<file path="config.mk">
export PLATFORM = sky130hd
export DESIGN_NAME = dt_infer_engine
export DESIGN_NICKNAME = d
export VERILOG_FILES = /design/src/rtl/dt_infer_pkg.sv /design/src/rtl/dt_node_ram.sv /design/src/rtl/dt_infer_engine.sv
export SDC_FILE = /design/constraint.sdc
export NUM_CORES = 2
export LEC_CHECK = 0
export CORE_AREA = 2 2 559 561
export CTS_BUF_LIST = sky130_fd_sc_hd__clkbuf_4 sky130_fd_sc_hd__clkbuf_8
export CTS_CLUSTER_SIZE = 25
export DETAILED_ROUTE_END_ITERATION = 12
export DIE_AREA = 0 0 561 563
export GPL_TIMING_DRIVEN = 0
export HOLD_SLACK_MARGIN = 0.15
export PLACE_DENSITY = 0.44
export SLEW_MARGIN = 40
export SYNTH_ARGS = -nofsm -noshare
export SYNTH_HDL_FRONTEND = slang
export SYNTH_SLANG_ARGS = --single-unit
</file>
<file path="constraint.sdc">
create_clock -name clk -period 5.58 [get_ports clk]
set_input_delay 1.674 -clock clk [delete_from_list [all_inputs] [get_ports clk]]
set_output_delay 1.674 -clock clk [all_outputs]
set_load 0.005 [all_outputs]
</file>
<file path="src/rtl/dt_infer_pkg.sv">
// Shared definitions for the decision-tree inference engine: FSM states, derived widths,
// node-word field offsets and child-field decode.
package dt_infer_pkg;

  typedef enum logic [2:0] {StIdle, StFetch, StWait, StMac, StCmp, StDone} state_e;

  localparam int unsigned ChildMaxW = 32;
  localparam int unsigned ChildFw   = ChildMaxW + 1;

  typedef struct packed {
    logic                 leaf;
    logic [ChildMaxW-1:0] ptr;
  } child_t;

  function automatic int unsigned calc_acc_w(input int unsigned n_attr, input int unsigned attr_w,
                                             input int unsigned w_w);
    return attr_w + w_w + $clog2(n_attr);
  endfunction

  function automatic int unsigned calc_ptr_w(input int unsigned node_aw,
                                             input int unsigned class_w);
    return (node_aw > class_w) ? node_aw : class_w;
  endfunction

  function automatic int unsigned calc_node_w(input int unsigned n_attr, input int unsigned w_w,
                                              input int unsigned acc_w, input int unsigned ptr_w);
    return n_attr * w_w + acc_w + 2 * (ptr_w + 1);
  endfunction

  // Right child sits at bit 0; fields above it stack upward towards the weights.
  function automatic int unsigned left_off(input int unsigned ptr_w);
    return ptr_w + 1;
  endfunction

  function automatic int unsigned thr_off(input int unsigned ptr_w);
    return 2 * (ptr_w + 1);
  endfunction

  function automatic int unsigned w_off(input int unsigned ptr_w, input int unsigned acc_w);
    return 2 * (ptr_w + 1) + acc_w;
  endfunction

  // Field arrives zero-extended; the leaf flag is the bit just above the ptr_w-wide pointer.
  function automatic child_t decode_child(input logic [ChildMaxW:0] field,
                                          input int unsigned ptr_w);
    child_t               c;
    logic [ChildMaxW:0]   sh;
    logic [ChildMaxW-1:0] mask;
    sh     = field >> ptr_w;
    mask   = ~({ChildMaxW{1'b1}} << ptr_w);
    c.leaf = sh[0];
    c.ptr  = field[ChildMaxW-1:0] & mask;
    return c;
  endfunction

endpackage

</file>
<file path="src/rtl/dt_node_ram.sv">
// Single-port synchronous node table: one-cycle read latency, a write takes the port that cycle.
module dt_node_ram #(
  parameter int unsigned AW = 5,
  parameter int unsigned DW = 8
) (
  input  logic          clk_i,
  input  logic          we_i,
  input  logic [AW-1:0] addr_i,
  input  logic [DW-1:0] wdata_i,
  output logic [DW-1:0] rdata_o
);

  localparam int unsigned Depth = 2 ** AW;

  logic [DW-1:0] mem_q [Depth];
  logic [DW-1:0] rdata_q;

  always_ff @(posedge clk_i) begin
    if (we_i) begin
      mem_q[addr_i] <= wdata_i;
    end else begin
      rdata_q <= mem_q[addr_i];
    end
  end

  assign rdata_o = rdata_q;

endmodule

</file>
<file path="src/rtl/dt_infer_engine.sv">
// Oblique decision-tree walker: per node a serial MAC over the attributes, then a threshold branch.
// Optional o_path_len output enabled by defining DT_INFER_PATHLEN_EN.
module dt_infer_engine
  import dt_infer_pkg::*;
#(
  parameter int unsigned N_ATTR    = 4,
  parameter int unsigned ATTR_W    = 8,
  parameter int unsigned W_W       = 8,
  parameter int unsigned NODE_AW   = 5,
  parameter int unsigned CLASS_W   = 8,
  parameter int unsigned MAX_DEPTH = 16,
  localparam int unsigned ACC_W    = calc_acc_w(N_ATTR, ATTR_W, W_W),
  localparam int unsigned PTR_W    = calc_ptr_w(NODE_AW, CLASS_W),
  localparam int unsigned NODE_W   = calc_node_w(N_ATTR, W_W, ACC_W, PTR_W),
  localparam int unsigned STEP_W   = $clog2(MAX_DEPTH + 1)
) (
  input  logic                     clk,
  input  logic                     rst_n,
  input  logic                     i_cfg_we,
  input  logic [NODE_AW-1:0]       i_cfg_addr,
  input  logic [NODE_W-1:0]        i_cfg_data,
  input  logic                     i_valid,
  output logic                     o_ready,
  input  logic [N_ATTR*ATTR_W-1:0] i_attr,
  output logic                     o_valid,
  input  logic                     i_ready,
  output logic [CLASS_W-1:0]       o_class,
  output logic                     o_err,
  output logic                     o_busy
`ifdef DT_INFER_PATHLEN_EN
  ,
  output logic [STEP_W-1:0]        o_path_len
`endif
);

  localparam int unsigned IDX_W   = (N_ATTR > 1) ? $clog2(N_ATTR) : 1;
  localparam int unsigned L_OFF   = left_off(PTR_W);
  localparam int unsigned THR_OFF = thr_off(PTR_W);
  localparam int unsigned W_OFF   = w_off(PTR_W, ACC_W);
  localparam logic [STEP_W-1:0] MaxSteps = STEP_W'(MAX_DEPTH);
  localparam logic [IDX_W-1:0]  LastIdx  = IDX_W'(N_ATTR - 1);

  state_e                     state_q, state_d;
  logic [N_ATTR*ATTR_W-1:0]   attr_q, attr_d;
  logic [NODE_AW-1:0]         addr_q, addr_d;
  logic [NODE_W-1:0]          node_q, node_d;
  logic [ACC_W-1:0]           acc_q, acc_d;
  logic [IDX_W-1:0]           idx_q, idx_d;
  logic [STEP_W-1:0]          step_q, step_d;
  logic [CLASS_W-1:0]         class_q, class_d;
  logic                       err_q, err_d;

  logic                       ram_we;
  logic [NODE_AW-1:0]         ram_addr;
  logic [NODE_W-1:0]          ram_rdata;

  // Table writes only land while idle; a same-cycle accept then reads the fresh word.
  assign ram_we   = i_cfg_we && (state_q == StIdle);
  assign ram_addr = ram_we ? i_cfg_addr : addr_q;

  dt_node_ram #(
    .AW (NODE_AW),
    .DW (NODE_W)
  ) u_node_ram (
    .clk_i   (clk),
    .we_i    (ram_we),
    .addr_i  (ram_addr),
    .wdata_i (i_cfg_data),
    .rdata_o (ram_rdata)
  );

  logic [ATTR_W-1:0] attr_sel;
  logic [W_W-1:0]    w_sel;
  logic [ACC_W-1:0]  prod;

  always_comb begin
    attr_sel = '0;
    w_sel    = '0;
    for (int k = 0; k < N_ATTR; k++) begin
      if (idx_q == IDX_W'(k)) begin
        attr_sel = attr_q[k*ATTR_W +: ATTR_W];
        w_sel    = node_q[W_OFF + k*W_W +: W_W];
      end
    end
  end

  assign prod = ACC_W'(attr_sel) * ACC_W'(w_sel);

  logic [ACC_W-1:0] thr;
  logic             go_left;
  child_t           child;
  logic             unused_ptr;

  assign thr        = node_q[THR_OFF +: ACC_W];
  assign go_left    = (acc_q <= thr);
  assign child      = decode_child(ChildFw'(go_left ? node_q[L_OFF +: PTR_W+1]
                                                    : node_q[PTR_W:0]), PTR_W);
  assign unused_ptr = ^child.ptr;

  always_comb begin
    state_d = state_q;
    attr_d  = attr_q;
    addr_d  = addr_q;
    node_d  = node_q;
    acc_d   = acc_q;
    idx_d   = idx_q;
    step_d  = step_q;
    class_d = class_q;
    err_d   = err_q;
    unique case (state_q)
      StIdle: begin
        if (i_valid) begin
          attr_d  = i_attr;
          addr_d  = '0;
          acc_d   = '0;
          step_d  = '0;
          state_d = StFetch;
        end
      end
      StFetch: state_d = StWait;
      StWait: begin
        node_d  = ram_rdata;
        idx_d   = '0;
        state_d = StMac;
      end
      StMac: begin
        acc_d = acc_q + prod;
        idx_d = idx_q + 1'b1;
        if (idx_q == LastIdx) state_d = StCmp;
      end
      StCmp: begin
        step_d = step_q + 1'b1;
        if (child.leaf) begin
          class_d = child.ptr[CLASS_W-1:0];
          err_d   = 1'b0;
          state_d = StDone;
        end else if (step_d == MaxSteps) begin
          class_d = '0;
          err_d   = 1'b1;
          state_d = StDone;
        end else begin
          addr_d  = child.ptr[NODE_AW-1:0];
          acc_d   = '0;
          state_d = StFetch;
        end
      end
      StDone: begin
        if (i_ready) state_d = StIdle;
      end
      default: state_d = StIdle;
    endcase
  end

  always_ff @(posedge clk or negedge rst_n) begin
    if (!rst_n) begin
      state_q <= StIdle;
      attr_q  <= '0;
      addr_q  <= '0;
      node_q  <= '0;
      acc_q   <= '0;
      idx_q   <= '0;
      step_q  <= '0;
      class_q <= '0;
      err_q   <= 1'b0;
    end else begin
      state_q <= state_d;
      attr_q  <= attr_d;
      addr_q  <= addr_d;
      node_q  <= node_d;
      acc_q   <= acc_d;
      idx_q   <= idx_d;
      step_q  <= step_d;
      class_q <= class_d;
      err_q   <= err_d;
    end
  end

  assign o_ready = (state_q == StIdle);
  assign o_busy  = (state_q != StIdle);
  assign o_valid = (state_q == StDone);
  assign o_class = class_q;
  assign o_err   = err_q;

`ifdef DT_INFER_PATHLEN_EN
  assign o_path_len = step_q;
`endif

endmodule

</file>
==> flow_summary.html <==
<table>
<tr><th>Metric</th><th>Value</th></tr>
<tr><th colspan="2">Floorplan</th></tr>
<tr><td>Number of placement rows</td><td>205</td></tr>
<tr><td>Count of boundary I/O pins</td><td>122</td></tr>
<tr><td>Area of the core region</td><td>310400 um2</td></tr>
<tr><td>Y dimension of the die</td><td>563 um</td></tr>
<tr><td>Width of the die</td><td>561 um</td></tr>
<tr><td>Overall die area</td><td>315800 um2</td></tr>
<tr><td>Initial Utilization</td><td>29.81%</td></tr>
<tr><th colspan="2">Global route</th></tr>
<tr><td>Remaining global-route overflow</td><td>0</td></tr>
<tr><td>Vias in the first global route</td><td>50260</td></tr>
<tr><td>Global-route wire length before repair</td><td>449900 um</td></tr>
<tr><td>Initial antenna violation count</td><td>41</td></tr>
<tr><td>Maximum number of pins on one net before global-route repair</td><td>63</td></tr>
<tr><td>Gr usage total</td><td>20.97%</td></tr>
<tr><th colspan="2">Yosys</th></tr>
<tr><td>Post-synth design cell area</td><td>92520 um2</td></tr>
<tr><td>Sequential cell area fraction in the yosys report</td><td>76.67%</td></tr>
<tr><td>Number of enable-type register cells in the synthesized netlist</td><td>2244</td></tr>
<tr><td>Synthesized area divided by synthesized cell count</td><td>21.64 um2</td></tr>
<tr><td>Number of synthesized register bits</td><td>2386</td></tr>
<tr><td>Distinct cells, synth</td><td>54</td></tr>
<tr><td>Synthesis warning total</td><td>0</td></tr>
<tr><td>Main area contributors after synthesis</td><td>sky130_fd_sc_hd__edfxtp_1, sky130_fd_sc_hd__mux4_2, sky130_fd_sc_hd__dfrtp_1, sky130_fd_sc_hd__a22oi_1, sky130_fd_sc_hd__fa_1</td></tr>
<tr><td>Most used flip-flop cell after synthesis</td><td>sky130_fd_sc_hd__edfxtp_1</td></tr>
<tr><td>Post-Synthesis Net Count</td><td>4500</td></tr>
<tr><td>Post-synthesis cell count</td><td>4276</td></tr>
<tr><td>Async set-reset flop share out of synthesis</td><td>5.951%</td></tr>
<tr><td>Area share of the largest cell type after synthesis</td><td>72.83%</td></tr>
<tr><td>Area leader, netlist</td><td>sky130_fd_sc_hd__edfxtp_1</td></tr>
<tr><th colspan="2">Drt</th></tr>
<tr><td>Final routed wirelength across all metal layers</td><td>335700 um</td></tr>
<tr><td>Final antenna-violating net count</td><td>0</td></tr>
<tr><td>Number of DRC markers after the initial detailed-route iteration</td><td>6457</td></tr>
<tr><td>TritonRoute pass-1 iters</td><td>5</td></tr>
<tr><td>Detailed-route vias per instance</td><td>5.238</td></tr>
<tr><td>Avg WL per Cell</td><td>34.92 um</td></tr>
<tr><td>DRC errors left</td><td>0</td></tr>
<tr><td>Vias after detailed routing</td><td>50350</td></tr>
<tr><th colspan="2">Run status</th></tr>
<tr><td>Run status</td><td>finished, violations left</td></tr>
<tr><td>Failing checks</td><td>setup timing</td></tr>
<tr><th colspan="2">STA</th></tr>
<tr><td>Max-slew violation total from the final report</td><td>0</td></tr>
<tr><td>Final number of hold-violating endpoints</td><td>0</td></tr>
<tr><td>Setup TNS Final</td><td>-0.01203 ns</td></tr>
<tr><td>Finish-stage setup viols</td><td>1</td></tr>
<tr><td>Headroom to the max-slew limit</td><td>40.14%</td></tr>
<tr><td>Worst hold-check slack</td><td>0.4446 ns</td></tr>
<tr><td>Final setup slack of the worst path</td><td>-0.01203 ns</td></tr>
<tr><td>Fin Clk Skew</td><td>0.1081 ns</td></tr>
<tr><td>RSZ-0062 raised after global routing</td><td>yes</td></tr>
<tr><td>Fin crit period</td><td>5.592 ns</td></tr>
<tr><td>Pin slew with the least headroom to its limit</td><td>0.8979 ns</td></tr>
<tr><td>Portion of the clock cycle consumed by the worst path in the final layout</td><td>100.2%</td></tr>
<tr><td>Maximum clock frequency</td><td>178.8 MHz</td></tr>
<tr><th colspan="2">Finish</th></tr>
<tr><td>Filler cell count in the final layout</td><td>28420</td></tr>
<tr><td>Area growth syn-to-layout</td><td>23.76%</td></tr>
<tr><td>Final-stage net count</td><td>5366</td></tr>
<tr><td>Fraction of layout instances using a drive strength above 1</td><td>36.63%</td></tr>
<tr><td>Post-route standard cell area excluding fillers</td><td>114500 um2</td></tr>
<tr><td>Commonest non-fill, non-tap cells in the layout</td><td>sky130_fd_sc_hd__edfxtp_1, sky130_fd_sc_hd__mux4_2, sky130_fd_sc_hd__clkbuf_8</td></tr>
<tr><td>Most common library cell in the layout ignoring fill and taps</td><td>sky130_fd_sc_hd__edfxtp_1</td></tr>
<tr><th colspan="2">Pwr</th></tr>
<tr><td>Lkg Pwr</td><td>0.03799 uW</td></tr>
<tr><td>Internal power component</td><td>35180 uW</td></tr>
<tr><td>Net switching share of the total power</td><td>33.40%</td></tr>
<tr><td>IR drop worst, VDD</td><td>0.0004971 V</td></tr>
<tr><td>Part of the power in the clock network</td><td>29.5%</td></tr>
<tr><td>Fraction of power consumed by sequential logic</td><td>40.4%</td></tr>
<tr><td>Part of the total power dissipated in combinational logic</td><td>30.2%</td></tr>
<tr><td>Total net switching power</td><td>17640 uW</td></tr>
<tr><td>PwrDens</td><td>461.3 nW/um2</td></tr>
<tr><td>Post-route total power</td><td>52820 uW</td></tr>
<tr><th colspan="2">Placed design</th></tr>
<tr><td>GP Congestion</td><td>0.7505</td></tr>
<tr><td>Number of buffer cells added on primary ports</td><td>121</td></tr>
<tr><td>Cell area after placement</td><td>105800 um2</td></tr>
<tr><td>Dpl hpwl</td><td>226100 um</td></tr>
<tr><td>Post-placement setup slack</td><td>-1.625 ns</td></tr>
<tr><th colspan="2">Clocking</th></tr>
<tr><td>Root Driver</td><td>sky130_fd_sc_hd__clkbuf_8</td></tr>
<tr><td>Clock net sink count</td><td>2386</td></tr>
<tr><td>TritonCTS clock tree</td><td>built</td></tr>
<tr><td>Clock latency on the worst-skew pair</td><td>1.03 ns</td></tr>
<tr><td>Reg clk slew, reported paths</td><td>0.07 ns</td></tr>
<tr><td>CTS H-tree depth</td><td>5</td></tr>
<tr><td>TritonCTS buffer count</td><td>409</td></tr>
<tr><td>Max Buffers Root-to-Sink</td><td>4</td></tr>
<tr><th colspan="2">Critical path</th></tr>
<tr><td>Max FO, Critical Path</td><td>6</td></tr>
<tr><td>Critical Path AT</td><td>6.45 ns</td></tr>
<tr><td>Startpoint type of the worst setup path</td><td>register</td></tr>
<tr><td>Type of the worst setup path</td><td>register to register</td></tr>
<tr><td>Element type at the critical path end</td><td>register</td></tr>
<tr><td>Required time of the critical path</td><td>6.44 ns</td></tr>
<tr><th colspan="2">Flow run</th></tr>
<tr><td>Count of max-cap constraint violations</td><td>0</td></tr>
<tr><th colspan="2">Worst hold path</th></tr>
<tr><td>Worst hold path type</td><td>register to register</td></tr>
</table>
cell families (layout without fill, tap and decap cells):
group	after synthesis	count (layout)	synth area share, %
AOI/OAI and AO/OA	435	435	3.263
xor gates and xnor gates	12	12	0.1136
adders and majority gates	114	114	1.947
buffers and inverters	336	1517	1.717
DFF	2386	2386	76.67
muxes	643	643	14.46
other	0	14	0
and+or+nand+nor	350	351	1.823
cell type report:
cell class | count | area, um2 | share of cell area [%]
Antenna cell | 14 | 35.03 | 0.03060
Buffer | 213 | 1343 | 1.172
Clock inverter | 147 | 847.1 | 0.7397
Inverter | 122 | 457.9 | 0.3999
Timing Repair Buffer | 455 | 7965 | 6.956
Clock buffer | 580 | 7007 | 6.119
Multi-Input combinational cell | 1555 | 20730 | 18.11
Sequential cell | 2386 | 70940 | 61.95
Tap cell | 4140 | 5180 | 4.524
routing by layer:
layer	up-vias	track usage (%)	share of wire [%]
met5	-	0	0.024
met4	12	7.012	3.2
met3	522	3.582	6.9
met2	2317	33.33	47
met1	27800	29.17	43
li1	19700	-	-
stage by stage:
step | cells | util (%)
after floorplan | 4276 | -
after global placement | 8537 | 31.87
after detailed placement | 8833 | 34.08
after CTS | 9578 | 36.78
after global routing | 9602 | 36.89
final | 9612 | 36.90
power by group through the flow:
stage	Combinational, uW	Clock, uW	Sequential (uW)
2_1_floorplan	8730	0	21100
3_3_place_gp	14500	0	21700
3_5_place_dp	14700	0	21700
4_1_cts	15600	15900	21300
5_1_grt	17100	16600	21400
6_report	15900	15600	21300
sequential cells by signal (all words and copies together) (netlist names):
register,count
u_node_ram.mem_q,2176
node_q,68
u_node_ram.rdata_o,68
attr_q,32
acc_q,18
o_class,8
addr_q,5
step_q,5
state_q,3
idx_q,2
o_err,1
cell usage after synthesis, types with 13 or more instances:
master / instances
sky130_fd_sc_hd__edfxtp_1: 2244
sky130_fd_sc_hd__mux4_2: 544
sky130_fd_sc_hd__a22oi_1: 273
sky130_fd_sc_hd__dfrtp_1: 142
sky130_fd_sc_hd__nor2_1: 136
sky130_fd_sc_hd__inv_1: 122
sky130_fd_sc_hd__mux2_2: 86
sky130_fd_sc_hd__buf_2: 82
sky130_fd_sc_hd__nand4_1: 70
sky130_fd_sc_hd__clkbuf_1: 68
sky130_fd_sc_hd__ha_1: 64
sky130_fd_sc_hd__nand2_1: 64
sky130_fd_sc_hd__a21oi_1: 61
sky130_fd_sc_hd__o21ai_0: 51
sky130_fd_sc_hd__fa_1: 50
sky130_fd_sc_hd__nand3_1: 25
sky130_fd_sc_hd__buf_1: 22
sky130_fd_sc_hd__buf_4: 22
sky130_fd_sc_hd__buf_6: 18
sky130_fd_sc_hd__or2_2: 14
sky130_fd_sc_hd__a22o_1: 13
sky130_fd_sc_hd__nand2b_1: 13
critical path, stage by stage, from the launching register on:
cell	delay, ns
sky130_fd_sc_hd__dfrtp_1	0.41
sky130_fd_sc_hd__inv_2	0.12
sky130_fd_sc_hd__ha_4	0.22
sky130_fd_sc_hd__buf_6	0.13
sky130_fd_sc_hd__nand2_1	0.05
sky130_fd_sc_hd__nor2_1	0.13
sky130_fd_sc_hd__a21oi_1	0.06
sky130_fd_sc_hd__nor2_1	0.11
sky130_fd_sc_hd__a21oi_1	0.05
sky130_fd_sc_hd__nor2_1	0.18
sky130_fd_sc_hd__a21oi_4	0.10
sky130_fd_sc_hd__or2_2	0.34
sky130_fd_sc_hd__fa_1	0.45
sky130_fd_sc_hd__fa_1	0.51
sky130_fd_sc_hd__inv_1	0.05
sky130_fd_sc_hd__fa_1	0.49
sky130_fd_sc_hd__inv_1	0.05
sky130_fd_sc_hd__fa_1	0.50
sky130_fd_sc_hd__inv_2	0.05
sky130_fd_sc_hd__ha_4	0.22
sky130_fd_sc_hd__o21a_1	0.10
sky130_fd_sc_hd__o31a_1	0.14
sky130_fd_sc_hd__o21ai_4	0.19
sky130_fd_sc_hd__o21ai_2	0.08
sky130_fd_sc_hd__a21oi_2	0.21
sky130_fd_sc_hd__nand4b_1	0.17
sky130_fd_sc_hd__nand3_1	0.09
sky130_fd_sc_hd__a32o_1	0.27
what timing repair did:
action,in CTS,in global routing
setup endpoints to repair,48,8
cloned,1,1
resized for setup,81,61
buffers inserted,18,15
pin swaps,16,24
hold buffers,0,0
worst paths after layout:
check | startpoint | end | slack, ns | cells past startpoint
setup / recovery | idx_q[1] | acc_q[17] | -0.01 | 27
hold / removal | u_node_ram.rdata_o[8] | node_q[8] | 0.44 | 1
setup reg to reg | idx_q[1] | acc_q[17] | -0.01 | 27
hold reg to reg | u_node_ram.rdata_o[8] | node_q[8] | 0.44 | 1
max in group asynchronous | rst_n | node_q[12] | 4.36 | 2
min in group asynchronous | rst_n | acc_q[12] | 0.57 | 1
Power figures use the tool's default switching activity.
